**src/rtl/ps2_pkg.sv**
```systemverilog
// Shared constants, FSM state and event record for the PS/2 scan-code decoder.
package ps2_pkg;

  localparam logic [7:0] PS2_EXT    = 8'hE0;
  localparam logic [7:0] PS2_BRK    = 8'hF0;
  localparam logic [7:0] PS2_PAUSE  = 8'hE1;
  localparam logic [7:0] PS2_BAT_OK = 8'hAA;
  localparam logic [7:0] PS2_ACK    = 8'hFA;
  localparam logic [7:0] PS2_ECHO   = 8'hEE;
  localparam logic [7:0] PS2_RESEND = 8'hFE;
  localparam logic [7:0] PS2_ERR0   = 8'h00;
  localparam logic [7:0] PS2_ERR1   = 8'hFF;

  localparam int unsigned PAUSE_SKIP = 7;
  localparam int unsigned SKIP_W     = 3;

  typedef enum logic [2:0] {
    IDLE,
    EXT,
    BRK,
    EXT_BRK,
    PAUSE
  } ps2_state_t;

  typedef struct packed {
    logic       extended;
    logic       brk;
    logic [7:0] code;
  } ps2_event_t;

  function automatic logic is_err_byte(input logic [7:0] b);
    return (b == PS2_ERR0) || (b == PS2_ERR1);
  endfunction

  // Keyboard replies to host commands; never part of a key event.
  function automatic logic is_reply_byte(input logic [7:0] b);
    return (b == PS2_BAT_OK) || (b == PS2_ACK) || (b == PS2_ECHO) || (b == PS2_RESEND);
  endfunction

endpackage

```
**src/rtl/ps2_scancode_decoder_if.sv**
```systemverilog
// Key-event stream: first-word-fall-through head of the event queue with valid/ready.
interface ps2_scancode_decoder_if;
  logic       event_valid;
  logic       event_ready;
  logic [7:0] event_code;
  logic       event_extended;
  logic       event_break;

  modport master (
    output event_valid,
    output event_code,
    output event_extended,
    output event_break,
    input  event_ready
  );

  modport slave (
    input  event_valid,
    input  event_code,
    input  event_extended,
    input  event_break,
    output event_ready
  );
endinterface

```
**src/rtl/ps2_event_fifo.sv**
```systemverilog
// First-word-fall-through event queue; a push into a full queue is taken only if a pop frees a slot.
module ps2_event_fifo
  import ps2_pkg::*;
#(
  parameter int DEPTH = 8
) (
  input  logic                         clk,
  input  logic                         rst,
  input  logic                         push,
  input  ps2_event_t                   data,
  input  logic                         pop,
  output ps2_event_t                   head,
  output logic                         empty,
  output logic                         full,
  output logic [$clog2(DEPTH+1)-1:0]   count
);

  localparam int AW = $clog2(DEPTH);
  localparam int CW = $clog2(DEPTH + 1);

  ps2_event_t    mem [DEPTH];
  logic [AW-1:0] rd_ptr;
  logic [AW-1:0] wr_ptr;
  logic          do_push;
  logic          do_pop;

  assign empty   = (count == '0);
  assign full    = (count == CW'(DEPTH));
  assign do_pop  = pop && !empty;
  assign do_push = push && (!full || do_pop);
  // Head reads as all-zero while empty so stale entries never leak out.
  assign head    = empty ? '0 : mem[rd_ptr];

  always_ff @(posedge clk) begin
    if (do_push) begin
      mem[wr_ptr] <= data;
    end
  end

  always_ff @(posedge clk) begin
    if (rst) begin
      rd_ptr <= '0;
      wr_ptr <= '0;
      count  <= '0;
    end else begin
      if (do_push) begin
        wr_ptr <= wr_ptr + AW'(1);
      end
      if (do_pop) begin
        rd_ptr <= rd_ptr + AW'(1);
      end
      case ({do_push, do_pop})
        2'b10:   count <= count + CW'(1);
        2'b01:   count <= count - CW'(1);
        default: count <= count;
      endcase
    end
  end

endmodule

```
**src/rtl/ps2_scancode_decoder.sv**
```systemverilog
// Assembles PS/2 scan-code bytes (E0/F0 prefixes, E1 pause) into key events and queues them.
module ps2_scancode_decoder
  import ps2_pkg::*;
#(
  parameter int FIFO_DEPTH     = 8,
  parameter int TIMEOUT_CYCLES = 100000
) (
  input  logic                              CLOCK_50,
  input  logic                              reset,
  input  logic [7:0]                        received_data,
  input  logic                              received_data_en,
  ps2_scancode_decoder_if.master            evt,
  output logic [$clog2(FIFO_DEPTH+1)-1:0]   fifo_count,
  output logic                              overflow,
  output logic                              seq_error
);

  localparam int TW = $clog2(TIMEOUT_CYCLES);
  localparam logic [TW-1:0] TMO_LOAD = TW'(TIMEOUT_CYCLES - 1);

  ps2_state_t        state;
  logic [TW-1:0]     tmo_cnt;
  logic [SKIP_W-1:0] skip_cnt;
  logic              push;
  ps2_event_t        push_evt;
  ps2_event_t        head;
  logic              fifo_empty;
  logic              fifo_full;
  logic              pop;
  logic              byte_err;

  assign byte_err = is_err_byte(received_data);
  assign pop      = evt.event_valid && evt.event_ready;

  // The final byte of a sequence must reach the queue on its own edge.
  always_comb begin
    push     = 1'b0;
    push_evt = '{extended: 1'b0, brk: 1'b0, code: received_data};
    if (received_data_en) begin
      case (state)
        IDLE: push = !byte_err && !is_reply_byte(received_data) &&
                     (received_data != PS2_EXT) && (received_data != PS2_BRK) &&
                     (received_data != PS2_PAUSE);
        EXT: begin
          push              = !byte_err && (received_data != PS2_BRK);
          push_evt.extended = 1'b1;
        end
        BRK: begin
          push         = !byte_err;
          push_evt.brk = 1'b1;
        end
        EXT_BRK: begin
          push              = !byte_err;
          push_evt.extended = 1'b1;
          push_evt.brk      = 1'b1;
        end
        PAUSE: begin
          push          = (skip_cnt == SKIP_W'(1));
          push_evt.code = PS2_PAUSE;
        end
        default: push = 1'b0;
      endcase
    end
  end

  always_ff @(posedge CLOCK_50) begin
    if (reset) begin
      state     <= IDLE;
      tmo_cnt   <= '0;
      skip_cnt  <= '0;
      seq_error <= 1'b0;
      overflow  <= 1'b0;
    end else begin
      seq_error <= 1'b0;
      if (push && fifo_full && !pop) begin
        overflow <= 1'b1;
      end
      if (received_data_en) begin
        tmo_cnt <= TMO_LOAD;
        case (state)
          IDLE: begin
            if (byte_err) begin
              seq_error <= 1'b1;
            end else if (received_data == PS2_EXT) begin
              state <= EXT;
            end else if (received_data == PS2_BRK) begin
              state <= BRK;
            end else if (received_data == PS2_PAUSE) begin
              state    <= PAUSE;
              skip_cnt <= SKIP_W'(PAUSE_SKIP);
            end
          end
          EXT: begin
            if (byte_err) begin
              state     <= IDLE;
              seq_error <= 1'b1;
            end else if (received_data == PS2_BRK) begin
              state <= EXT_BRK;
            end else begin
              state <= IDLE;
            end
          end
          BRK, EXT_BRK: begin
            state     <= IDLE;
            seq_error <= byte_err;
          end
          PAUSE: begin
            skip_cnt <= skip_cnt - SKIP_W'(1);
            if (skip_cnt == SKIP_W'(1)) begin
              state <= IDLE;
            end
          end
          default: state <= IDLE;
        endcase
      end else if (state != IDLE) begin
        // Silence inside a sequence: abort once the reload value has counted down.
        if (tmo_cnt == '0) begin
          state     <= IDLE;
          skip_cnt  <= '0;
          seq_error <= 1'b1;
        end else begin
          tmo_cnt <= tmo_cnt - TW'(1);
        end
      end
    end
  end

  ps2_event_fifo #(
    .DEPTH (FIFO_DEPTH)
  ) u_fifo (
    .clk   (CLOCK_50),
    .rst   (reset),
    .push  (push),
    .data  (push_evt),
    .pop   (pop),
    .head  (head),
    .empty (fifo_empty),
    .full  (fifo_full),
    .count (fifo_count)
  );

  assign evt.event_valid    = !fifo_empty;
  assign evt.event_code     = head.code;
  assign evt.event_extended = head.extended;
  assign evt.event_break    = head.brk;

endmodule

```
**src/flat_wrapper.sv**
```systemverilog
// flat-port wrapper written by rule: the top's interface ports become plain ports
module ps2_scancode_decoder_flat import ps2_pkg::*;
#(
  parameter int FIFO_DEPTH     = 8,
  parameter int TIMEOUT_CYCLES = 100000
)
  (CLOCK_50, reset, received_data, received_data_en, fifo_count, overflow, seq_error, evt_event_valid, evt_event_code, evt_event_extended, evt_event_break, evt_event_ready);
  ps2_scancode_decoder_if evt_i ();
  input  logic CLOCK_50;
  input  logic reset;
  input  logic [7:0] received_data;
  input  logic received_data_en;
  output logic [$clog2(FIFO_DEPTH+1)-1:0] fifo_count;
  output logic overflow;
  output logic seq_error;
  output wire logic [$bits(evt_i.event_valid)-1:0] evt_event_valid;
  output wire logic [$bits(evt_i.event_code)-1:0] evt_event_code;
  output wire logic [$bits(evt_i.event_extended)-1:0] evt_event_extended;
  output wire logic [$bits(evt_i.event_break)-1:0] evt_event_break;
  input wire logic [$bits(evt_i.event_ready)-1:0] evt_event_ready;
  assign evt_event_valid = evt_i.event_valid;
  assign evt_event_code = evt_i.event_code;
  assign evt_event_extended = evt_i.event_extended;
  assign evt_event_break = evt_i.event_break;
  assign evt_i.event_ready = evt_event_ready;
  ps2_scancode_decoder #(.FIFO_DEPTH(FIFO_DEPTH), .TIMEOUT_CYCLES(TIMEOUT_CYCLES)) u_core (.CLOCK_50(CLOCK_50), .reset(reset), .received_data(received_data), .received_data_en(received_data_en), .evt(evt_i), .fifo_count(fifo_count), .overflow(overflow), .seq_error(seq_error));
endmodule
```
**config.mk**
```make
export PLATFORM = sky130hd
export DESIGN_NAME = ps2_scancode_decoder_flat
export DESIGN_NICKNAME = d
export VERILOG_FILES = /design/src/rtl/ps2_pkg.sv /design/src/rtl/ps2_scancode_decoder_if.sv /design/src/rtl/ps2_event_fifo.sv /design/src/rtl/ps2_scancode_decoder.sv /design/src/flat_wrapper.sv
export SDC_FILE = /design/constraint.sdc
export NUM_CORES = 1
export LEC_CHECK = 0
export BUFFER_PORTS_ARGS = -buffer_cell sky130_fd_sc_hd__clkbuf_2
export CAP_MARGIN = 20
export CORE_ASPECT_RATIO = 1.25
export CORE_MARGIN = 3
export CORE_UTILIZATION = 50
export CTS_BUF_LIST = sky130_fd_sc_hd__clkbuf_8
export CTS_CLUSTER_DIAMETER = 100
export DETAILED_ROUTE_END_ITERATION = 10
export GPL_TIMING_DRIVEN = 0
export MAX_ROUTING_LAYER = met4
export PLACE_DENSITY = 0.77
export SETUP_SLACK_MARGIN = 0.5
export SYNTH_ARGS = -nofsm -noshare
export SYNTH_HDL_FRONTEND = slang
export SYNTH_SLANG_ARGS = --single-unit
```
**constraint.sdc**
```tcl
create_clock -name CLOCK_50 -period 5 [get_ports CLOCK_50]
set_input_delay 0.75 -clock CLOCK_50 [delete_from_list [all_inputs] [get_ports CLOCK_50]]
set_output_delay 0.75 -clock CLOCK_50 [all_outputs]
set_load 0.1 [all_outputs]
```
# Word-level counts from Yosys, hierarchy flattened

Memories as Yosys holds them, arrays and structs flattened. A register that Yosys moved wholly into a read port is not among the register bits.
Index checks and enable logic that the tools add are counted.

Add/sub/neg operators: 6
Multipliers: 0
Divide/modulo/power cells: 0
Magnitude comparators: 0
Equal/unequal tests: 27
Shift-type cells: 0
Multiplexer cells: 37
Bitwise logic cells: 1
Reductions and logical operators: 36

Operators with widths:

| cell                                               | number |
|---|---|
| == test 8 bit, second input constant               | 8 |
| two-way mux 17 bit                                 | 3 |
| two-way mux 3 bit                                  | 16 |
| != test 8 bit, second input constant               | 3 |
| two-way mux 10 bit                                 | 2 |
| logical NOT 17 bit                                 | 1 |
| subtractor 17 x 1 -> 17 bit, second input constant | 1 |
| logical AND 1 bit                                  | 10 |
| two-way mux 1 bit                                  | 9 |
| != test 3 bit, second input constant               | 3 |
| case mux 3 bit (3 select lines)                    | 1 |
| logical NOT 8 bit                                  | 1 |
| two-way mux 8 bit                                  | 1 |
| case mux 4 bit (2 select lines)                    | 1 |
| OR reduction 2 bit                                 | 4 |
| AND reduction 7 bit                                | 1 |
| adder 3 x 1 -> 3 bit, second input constant        | 2 |
| == test 3 x 1 -> 1 bit, second input constant      | 2 |
| == test 3 x 2 -> 1 bit, second input constant      | 2 |
| != test 3 x 2 -> 1 bit, second input constant      | 2 |
| case mux 3 bit (2 select lines)                    | 1 |
| nonzero test 2 bit                                 | 3 |
| logical NOT 1 bit                                  | 5 |
| logical OR 1 bit                                   | 5 |
| other kinds (19)                                   | 20 |

Register bits: 35
Latch bits: 0
RAM bits: 80
Memory bits (read-only): 0
Input port bits: 12
Output and inout port bits: 17
Logic and storage cells: 117
Memories: 1

Memory list:

| name              | depth | width | rd ports | clocked after memory_dff | wr ports | line                 | source |
|---|---|---|---|---|---|---|---|
| u_core.u_fifo.mem | 8     | 10    | 1        | 1                        | 1        | ps2_event_fifo.sv:21 | `ps2_event_t mem [DEPTH];` |

# Depth between registers and ports, before layout

Gate-level depths: netlist of run 1.

Depth after elaboration: 14
Mapped depth: 13
Gate-level depth less buffers: 12

# Hierarchy

A second synthesis of run 1 with hierarchy kept.

Cell total of the unflattened synthesis: 399
Area total of the unflattened synthesis: 5248.8 µm²

By module, submodules not included:

| module               | instances | cells an instance | area an instance (µm²) |
|---|---|---|---|
| ps2_event_fifo       | 1         | 208               | 3777.4 |
| ps2_scancode_decoder | 1         | 191               | 1471.4 |

# Least setup slack after synthesis of run 1

OpenSTA, ideal clock, no wires.

Path type: register to register
Start point: register u_core.u_fifo.count[0]
End point: register u_core.u_fifo.count[3]
Setup time: 0.121 ns
Arrival time: 4.057 ns
Data required time: 4.879 ns
Path slack: 0.822 ns
Cell stages (with the launch flop): 13
Path buffers: 1
Cells stage by stage: dfxtp_1 -> nor4_1 -> inv_1 -> and2_1 -> clkbuf_1 -> o21ai_0 -> inv_1 -> ha_1 -> a21o_1 -> a21oi_1 -> mux2_2 -> a311oi_1 -> mux2_2

Longest elaborated chain between the ends: 8

Ends and longest elaborated chain:

| element                                                                      | line                        | source |
|---|---|---|
| start, declared                                                              | ps2_event_fifo.sv:15        | `output logic [$clog2(DEPTH+1)-1:0] count` |
| start signal, assigned                                                       | ps2_event_fifo.sv:53        | `2'b10: count <= count + CW'(1);` |
| start signal, assigned                                                       | ps2_event_fifo.sv:54        | `2'b01: count <= count - CW'(1);` |
| start signal, assigned                                                       | ps2_event_fifo.sv:55        | `default: count <= count;` |
| logical NOT 4 bit (*)                                                        | ps2_event_fifo.sv:27        | `assign empty = (count == '0);` |
| logical NOT 1 bit (*)                                                        | ps2_scancode_decoder.sv:142 | `assign evt.event_valid = !fifo_empty;` |
| named net evt_event_valid                                                    | flat_wrapper.sv:16          | `output wire logic [$bits(evt_i.event_valid)-1:0] evt_event_valid;` |
| logical AND 1 bit                                                            | ps2_scancode_decoder.sv:33  | `assign pop = evt.event_valid && evt.event_ready;` |
| logical AND 1 bit (*)                                                        | ps2_event_fifo.sv:29        | `assign do_pop = pop && !empty;` |
| logical OR 1 bit                                                             | ps2_event_fifo.sv:30        | `assign do_push = push && (!full \|\| do_pop);` |
| logical AND 1 bit                                                            | ps2_event_fifo.sv:30        |  |
| == test 2 x 1 -> 1 bit / == test 2 bit (equally long branches)               | ps2_event_fifo.sv:52        | `case ({do_push, do_pop})` |
| case mux 4 bit (2 select lines) / nonzero test 2 bit (equally long branches) | --                          |  |

Mark *: on every way through the listed nets, which the timed path passes. The rest lies on a longest branch.
A chain may end at the register's enable or synchronous reset.

# Worst setup path in the final report of run 1

Start point: input port received_data[4]
End point: register u_core.u_fifo.count[3]

Longest elaborated chain between the ends: 14

Ends and longest elaborated chain:

| element                                                                      | line                       | source |
|---|---|---|
| start, declared                                                              | flat_wrapper.sv:11         | `input logic [7:0] received_data;` |
| == test 8 bit                                                                | ps2_pkg.sv:37              | `return (b == PS2_BAT_OK) \|\| (b == PS2_ACK) \|\| (b == PS2_ECHO) \|\| (b == PS2_RESEND);` |
| logical OR 1 bit (3 in a row)                                                | ps2_pkg.sv:37              |  |
| logical NOT 1 bit                                                            | ps2_scancode_decoder.sv:41 | `IDLE: push = !byte_err && !is_reply_byte(received_data) &&` |
| logical AND 1 bit (2 in a row)                                               | ps2_scancode_decoder.sv:41 |  |
| logical AND 1 bit (2 in a row)                                               | ps2_scancode_decoder.sv:42 | `(received_data != PS2_EXT) && (received_data != PS2_BRK) &&` |
| case mux 1 bit (4 select lines) (*)                                          | ps2_scancode_decoder.sv:40 | `case (state)` |
| two-way mux 1 bit (*)                                                        | ps2_scancode_decoder.sv:39 | `if (received_data_en) begin` |
| logical AND 1 bit (*)                                                        | ps2_event_fifo.sv:30       |  |
| == test 2 x 1 -> 1 bit / == test 2 bit (equally long branches)               | ps2_event_fifo.sv:52       |  |
| case mux 4 bit (2 select lines) / nonzero test 2 bit (equally long branches) | --                         |  |

Mark *: on every way between the ends. The rest lies on a longest branch, timed or not.

==> summary.md, run 1 <==
The flow ran to the end, and the final reports show no timing, DRC or antenna violations. From bottom edge to top edge, the die measures 120 microns. The number of buffers inserted by hold repair at cts is 0, and the count of antenna-violating nets left after detailed routing is 0. The count of buffers added on input and output ports is 26.

The total area inside the core boundary comes to 0.0101 sq mm. For the number of top-level pins, the log shows 29. The tools report the summed negative setup slack over all endpoints as 0 ns. The type of the most critical hold path was flip-flop to flip-flop. The via count of the first global-routing pass is 3392, and the number of fillers in the final layout is 795. In this run the most critical hold path is launched from u_core.tmo_cnt[16]. Clock transition at the register clock pins on the worst setup and hold paths after CTS: 0.07 ns. In this run the critical register-to-register path is launched from u_core.state[2].

Entering global routing, the biggest net connects 17 pins. The total setup violations reported at the end of the flow was 0; the count of unresolved DRC violations after routing was 0. Max-cap violations in this run came to 0. The first detailed-routing pass ran for 4 iterations. The congestion estimate from routability-driven global placement came to 0.889.

Along the worst path, the maximum fanout reaches 8. In this run, synthesis produced a sequential element count of 118. For the worst setup path, the data required time is 5.32 ns.

The kind of end point of the critical path is a flip-flop. Synthesis produced a netlist whose cell count is 396. Among all flip-flop cells after synthesis, the most frequent one is edfxtp_1. The Yosys step of the flow raised 0 warnings. At the later pin of the worst-skew pair, clock insertion delay measures 0.42 ns. The run gives 0.00520 sq mm as the post-synthesis cell area.

The share of the synthesized area in the top cell type was 46.2%. The tools report the kind of start point of the critical path as an input port. The clock tree synthesis step divided the H-tree into 4 levels. The initial core utilization is 51.5%, and the number of max-slew violations in the final report is 0. The signal arrival time at the worst endpoint is 4.28 ns. After detailed routing, the average wire length per cell comes to 17.7 microns. Detailed routing inserted a total of 3373 vias. Number of instances resized during post-cts repair: 0. Yosys instantiated no cell more often than edfxtp_1.

For this block, the routed nets add up to 10.4 mm of wire. Clock tree synthesis found a total of 118 sinks. The fraction of registers with async set/reset is 0%, and the final-report hold violation count is 0. The smallest clock period supported by the final layout is computed as 3.97 ns. The detailed placer's ending HPWL was 7.01 mm; the largest vdd supply drop was 406 uV. The count of inserted antenna diode cells was 0. The tools report the number of buffers between clock root and the deepest sink as 2. In this run the worst setup path begins at received_data[4]. The logs give 19.3% for the combined global-route utilization of all metal layers and 0 for the leftover overflow at the end of global routing. Fraction of layout cells with a size suffix above 1: 21.2%.

The share of the Yosys chip area taken by registers is 60.8%. The floorplan step defined a die boundary enclosing 0.0117 sq mm. The number of unique standard cell types used by synthesis was 54; the floorplan die width was 97.2 microns.

Setup repair after global routing left no endpoint under its margin. The site row count is 41, and the worst-margin pin slew is 1.08 ns. The number of antenna violations at the first check in global routing came out at 0. The number of clock buffers inserted by TritonCTS was 17. Sorting the synthesized cells by how often they occur yields 80 x edfxtp_1, 47 x nor2_1, 38 x dfxtp_1. In the final design database the tool counted 465 nets. The analysis attributes to cell leakage a power of 0.00207 uW. The first global-routing pass estimated 16.8 mm of wire.

The tools report the max-slew headroom at the worst pin as 27.5%. Counting flops with a built-in enable in the synthesized netlist gives 80. The post-layout instance count excluding filler cells was 587. Once the clock tree was built, the setup fixing pass inserted 0 buffers. The number of nets in the synthesized netlist is 416. In this run, the number of DRC markers left after iteration 0 of detailed routing was 162. After detailed placement, the design holds a cell count of 553. The tree is rooted in a clkbuf_8. The post-detailed-route via-to-cell ratio came out at 5.75. Derived from the worst setup path, the maximum achievable clock frequency is 252 MHz. Relative to the synthesized area, the layout overhead comes to 13.4%. Of the available clock period, the critical path in the final layout requires 79.4%. The worst setup path is of the input port to flip-flop kind. Ranked by total cell area, the synthesized netlist is headed by edfxtp_1 46%, dfxtp_1 15%, mux4_2 8.7%. TritonCTS built the clock tree. Clock skew on the completed layout was measured at 0.00942 ns. The largest total area in the synthesized netlist belongs to edfxtp_1. After synthesis, the mean cell area works out to 13.1 sq um.

The power density of the placed cells was 507 mW/mm^2.
[kinds of logic after synthesis]
group                      share of synthesized area (%)
AOI/OAI and AO/OA                                   6.69
xor gates and xnor gates                            2.69
adders and majority gates                           2.07
buffers and inverters                               2.26
DFF                                                 60.8
muxes                                               12.3
and+or+nand+nor                                     13.2
[power by group]
| group | internal, uW | switching [uW] | leakage [uW] |
|---|---|---|---|
| sequential | 1100 | 35.5 | 0.00106 |
| clock | 416 | 341 | 0.000211 |
| combinational | 259 | 842 | 0.000800 |
| total | 1770 | 1220 | 0.00207 |
[cells in the final DEF, fill, tap and decap left out, types with 8 or more instances in the layout]
master | Yosys | final
dfxtp_1 | 38 | 38
mux4_2 | 20 | 20
nor2_1 | 47 | 47
mux2i_1 | 11 | 11
nand2_1 | 18 | 18
xnor2_1 | 13 | 13
inv_1 | 12 | 19
nor3_1 | 10 | 8
clkbuf_2 | 0 | 26
a21oi_1 | 15 | 15
clkbuf_8 | 0 | 20
nor4_1 | 8 | 8
clkbuf_1 | 17 | 17
o21ai_0 | 14 | 14
edfxtp_1 | 80 | 80
[layout make-up]
type / instances / area (sq um) / share of cell area (%)
clock buffer: 20 / 275 / 4.66
multi-input combinational: 247 / 1930 / 32.7
buffer: 19 / 72.6 / 1.23
clock inverter: 12 / 76.3 / 1.29
inverter: 12 / 45.0 / 0.763
timing repair buffer: 30 / 175 / 2.97
tap: 129 / 161 / 2.74
sequential: 118 / 3160 / 53.6
[metal layers]
layer	GRT usage (%)	share of wire, %
met2	32.3	52
met5	-	0
met3	5.00	4.5
met4	7.79	1.7
met1	22.4	41
[per-stage QoR]
| stage | hold WS (ns) | instance area (sq um) | util [%] | worst slack, ns | power (uW) |
|---|---|---|---|---|---|
| finish | 0.489 | 5900 | 58.4 | 1.03 | 2990 |
| global route | 0.526 | 5900 | 58.4 | 0.778 | 3110 |
| CTS | 0.488 | 5880 | 58.2 | 1.08 | 3020 |
| detailed placement | 0.479 | 5530 | 54.7 | 0.632 | 2260 |
| global placement | 0.474 | 5490 | 54.4 | 0.720 | 2230 |
| floorplan | 0.454 | 5200 | - | 0.822 | 2070 |
[registers in the layout (all words and copies together) (netlist names), 3 cells and up, named ones only]
register,cells
u_core.state,3
u_core.u_fifo.count,4
u_core.u_fifo.mem,80
u_core.tmo_cnt,17
u_core.u_fifo.wr_ptr,3
u_core.skip_cnt,3
u_core.u_fifo.rd_ptr,3
[path summary, 6_finish.rpt]
path / end / slack (ns) / cells past startpoint
max: u_core.u_fifo.count[3] / 1.03 / 13
min: u_core.tmo_cnt[16] / 0.49 / 2
max reg2reg: u_core.u_fifo.count[3] / 1.23 / 13
min reg2reg: u_core.tmo_cnt[16] / 0.49 / 2
[critical path, cell delays in order]
cell	delay [ns]
clkbuf_1	0.29
or4_1	0.20
o21ai_0	0.11
a32o_1	0.32
o32a_1	0.43
o21ai_0	0.33
inv_1	0.11
ha_1	0.29
a21o_1	0.18
a21oi_1	0.25
mux2_2	0.37
a311oi_1	0.26
mux2_2	0.37
Power figures use the tool's default switching activity.
==> run 2: changes to the inputs <==
==> constraint.sdc (replaced) <==
create_clock -name CLOCK_50 -period 3.8 [get_ports CLOCK_50]
set_input_delay 0.57 -clock CLOCK_50 [delete_from_list [all_inputs] [get_ports CLOCK_50]]
set_output_delay 0.57 -clock CLOCK_50 [all_outputs]
set_load 0.1 [all_outputs]
==> summary.md, run 2 (same netlist as run 1, synthesis figures left out) <==
The number of port buffers is 26, and the worst-margin pin slew is 1.03 ns. The die is 120 microns tall. Among all stages on the critical path, the largest delay is contributed by o32a_1.

For the count of routing violations after the opening detailed-route iteration, the log shows 220. The largest stage delay on the critical path is 0.38 ns. The post-route total power was 4160 uW; the floorplan die width was 97.2 microns. Count of cells along the worst register-to-register path: 13. The final core utilization was 59.6%. Leaving out fill and tap cells, the most frequent cell in the layout is edfxtp_1. The global placer's final weighted congestion came out at 0.830. The buffering stage count on the worst path with inverters included is 3, and the met2 track demand over resource is 33.2%. The logs give 4 for the CTS H-tree depth and 7.17 mm for the detailed placer's ending HPWL. The longest clock path from root to sink contains 2 buffers. In the layout the commonest cells are 80 x edfxtp_1, 44 x nor2_1, 34 x dfxtp_1, 29 x clkbuf_2, 22 x clkbuf_8.

Counting flops per register, the top entry is u_core.u_fifo.mem. The signal on the critical path passes through clkbuf_1 -> inv_2 -> a21boi_0 -> a32o_1 -> o32a_1 -> o21ai_2 -> inv_1 -> ha_1 -> a21o_1 -> a21oi_4 -> mux2_4 -> a311oi_2 -> mux2_2. Fill cells in the final layout number 791. Entering global routing, the biggest net connects 17 pins. The total overflow left after global routing is 0.

The tools report the site row count as 41. The combined global-route utilization of all metal layers was 19.8%. The run gives 3405 as the count of vias placed by the detailed router. The power density of the placed cells was 692 mW/mm^2. The tools report the hold-critical path endpoint as u_core.overflow. The global routing usage on met3 was 4.59%. Setup repair after global routing could not meet its margin everywhere.

The kind of start point of the critical path was a flip-flop. The detail route stage leaves a number of antenna-violating nets equal to 0. The smallest clock period supported by the final layout is computed as 3.23 ns.

Summed over all layers, the routed wires come to 10.4 mm. The flip-flop count of the largest register, all copies and words added is 80. 0 antenna diodes ended up in the layout.

The number of max-slew violations in the final report came out at 0. Global routing used 22.9% of the available met1 tracks. Counting instances, the worst hold path has a depth of 2.

In this run the critical register-to-register path is captured at u_core.u_fifo.count[3]. The tools report the register cell area after layout as 0.00317 sq mm. TritonCTS created 17 clock buffers. The region available for standard cell placement spans 0.0101 sq mm. After clock tree synthesis, the clock-pin slew on the worst setup and hold paths is 0.06 ns. In this run the register-to-register setup slack is 0.57 ns.

The required time reported for the critical path endpoint came out at 4.11 ns. The min-delay analysis places its worst path in the category flip-flop to flip-flop. The number of max-capacitance violations reported is 0. In this run the critical register-to-register path is launched from u_core.state[2]. The clock root buffer was clkbuf_8. The first global-routing pass estimated 17.4 mm of wire. IR analysis of the VDD net gives a maximum drop of 532 uV.

The flow ran to the end, and the final reports show no timing, DRC or antenna violations. During I/O placement, the number of pins put on the boundary was 29. The global routing stage identified its most utilized layer as met2.

In this design, the largest share of critical-path delay is due to compound AO/OA/AOI/OAI gates. The via count of the first global-routing pass was 3502; the synthesis-to-finish area growth was 15.7%. By startpoint and endpoint, the worst setup path is classified as flip-flop to flip-flop. Before CTS, the worst setup slack after placement is 0.0178 ns. The max-slew headroom at the worst pin is 30.9%. The run gives 0.00602 sq mm as the post-layout instance area. Cells with a size suffix above 1 make up 25.8% of the layout. Hold path startpoint: u_core.overflow. After detailed routing, the number of remaining DRC violations is 0.

For this configuration, the core starts out at a cell density of 51.5%. After detailed routing, the number of vias per cell comes to 5.80. For this run, the post-layout net count is 465. The first TritonRoute pass finished after 4 iterations. For the worst-skew pair, the clock arrives at the later sink with an insertion delay of 0.42 ns. Signal arrival time at the worst endpoint: 3.54 ns. The tools report the kind of end point of the critical path as a flip-flop. For the total die area, the log shows 0.0117 sq mm. Between clock sinks in the finished design, the worst skew comes to 0.00722 ns. TritonCTS built the clock tree. In the final layout, the registers with the most flip-flops are u_core.u_fifo.mem x80, u_core.tmo_cnt x17, u_core.u_fifo.count x4. The maximum achievable frequency was 309 MHz. The maximum fanout encountered on the critical timing path is 8.

CTS saw 118 sinks. After layout, the worst path uses 85.0% of the clock period. Setup violations remaining at the end of the flow were counted as 0. The worst path meets setup with 0.568 ns of slack.

For the final-report hold violation count, the log shows 0. For this run, the number of standard cells in the final layout without fillers is 587. The detailed-route wire length per cell works out to 17.8 microns. For this design the static power due to leakage is 0.00211 uW. Number of antenna violations at the first check in global routing: 0. The number of placed instances, taps included, is 553. In this run the cell area measured after placement is 0.00555 sq mm.

In the final layout, the multi-input gates occupy 0.00197 sq mm.
run 2: cell types whose count changed in the layout (fill, tap and decap cells not counted), sizes merged:
cell    change
clkinv      -1
clkbuf      +2
inv         -3
bufinv      +2
run 2: metrics by stage:
stage                     hold WS, ns  TNS, ns
after floorplan                 0.454        0
after global placement          0.473    -2.92
after detailed placement        0.479        0
after CTS                       0.469        0
after global routing            0.498        0
final                           0.492        0
run 2: what timing repair did:
| action | CTS | global route |
|---|---|---|
| buffers inserted | 1 | 0 |
| resized for setup | 3 | 4 |
| setup endpoints to repair | 7 | 31 |
| pin swaps | 1 | 0 |
| hold buffers | 0 | 0 |
run 2: worst max-delay path by stage:
| stage | start | cells after the start | end |
|---|---|---|---|
| 2_1_floorplan | received_data[4] | 13 | u_core.u_fifo.count[3] |
| 3_3_place_gp | received_data[0] | 7 | u_core.u_fifo.mem[0][4] |
| 3_5_place_dp | received_data[1] | 13 | u_core.u_fifo.count[3] |
| 4_1_cts | u_core.state[2] | 13 | u_core.u_fifo.count[3] |
| 5_1_grt | u_core.state[2] | 13 | u_core.u_fifo.count[3] |
| 6_report | u_core.state[2] | 13 | u_core.u_fifo.count[3] |
run 2: area by class of cell:
cell class | instances | share of cell area, %
clock inverters | 10 | 2.08
well taps | 129 | 2.68
clock buffers | 22 | 5.03
repair buffers | 30 | 2.85
flip-flops and latches | 118 | 52.6
plain buffers | 19 | 1.27
multi-input cells | 247 | 32.7
inverters | 12 | 0.748
run 2: routing by layer:
metal	share of wire [%]	vias to the layer above	routed length (microns)
li1	-	1601	-
met1	39	1666	4090
met2	53	119	5540
met3	5.3	19	556
met4	2.4	0	252
met5	0	-	0
run 2: power by group:
part	internal (uW)	switching, uW
logic	353	1120
registers	1440	48.4
clock network	729	473
total	2530	1640
run 2: worst reg2reg max path, cell delays in order, from the launching register on:
cell      delay (ns)
dfxtp_1         0.30
clkbuf_1        0.18
inv_2           0.14
a21boi_0        0.09
a32o_1          0.27
o32a_1          0.38
o21ai_2         0.15
inv_1           0.09
ha_1            0.28
a21o_1          0.20
a21oi_4         0.17
mux2_4          0.32
a311oi_2        0.21
mux2_2          0.36
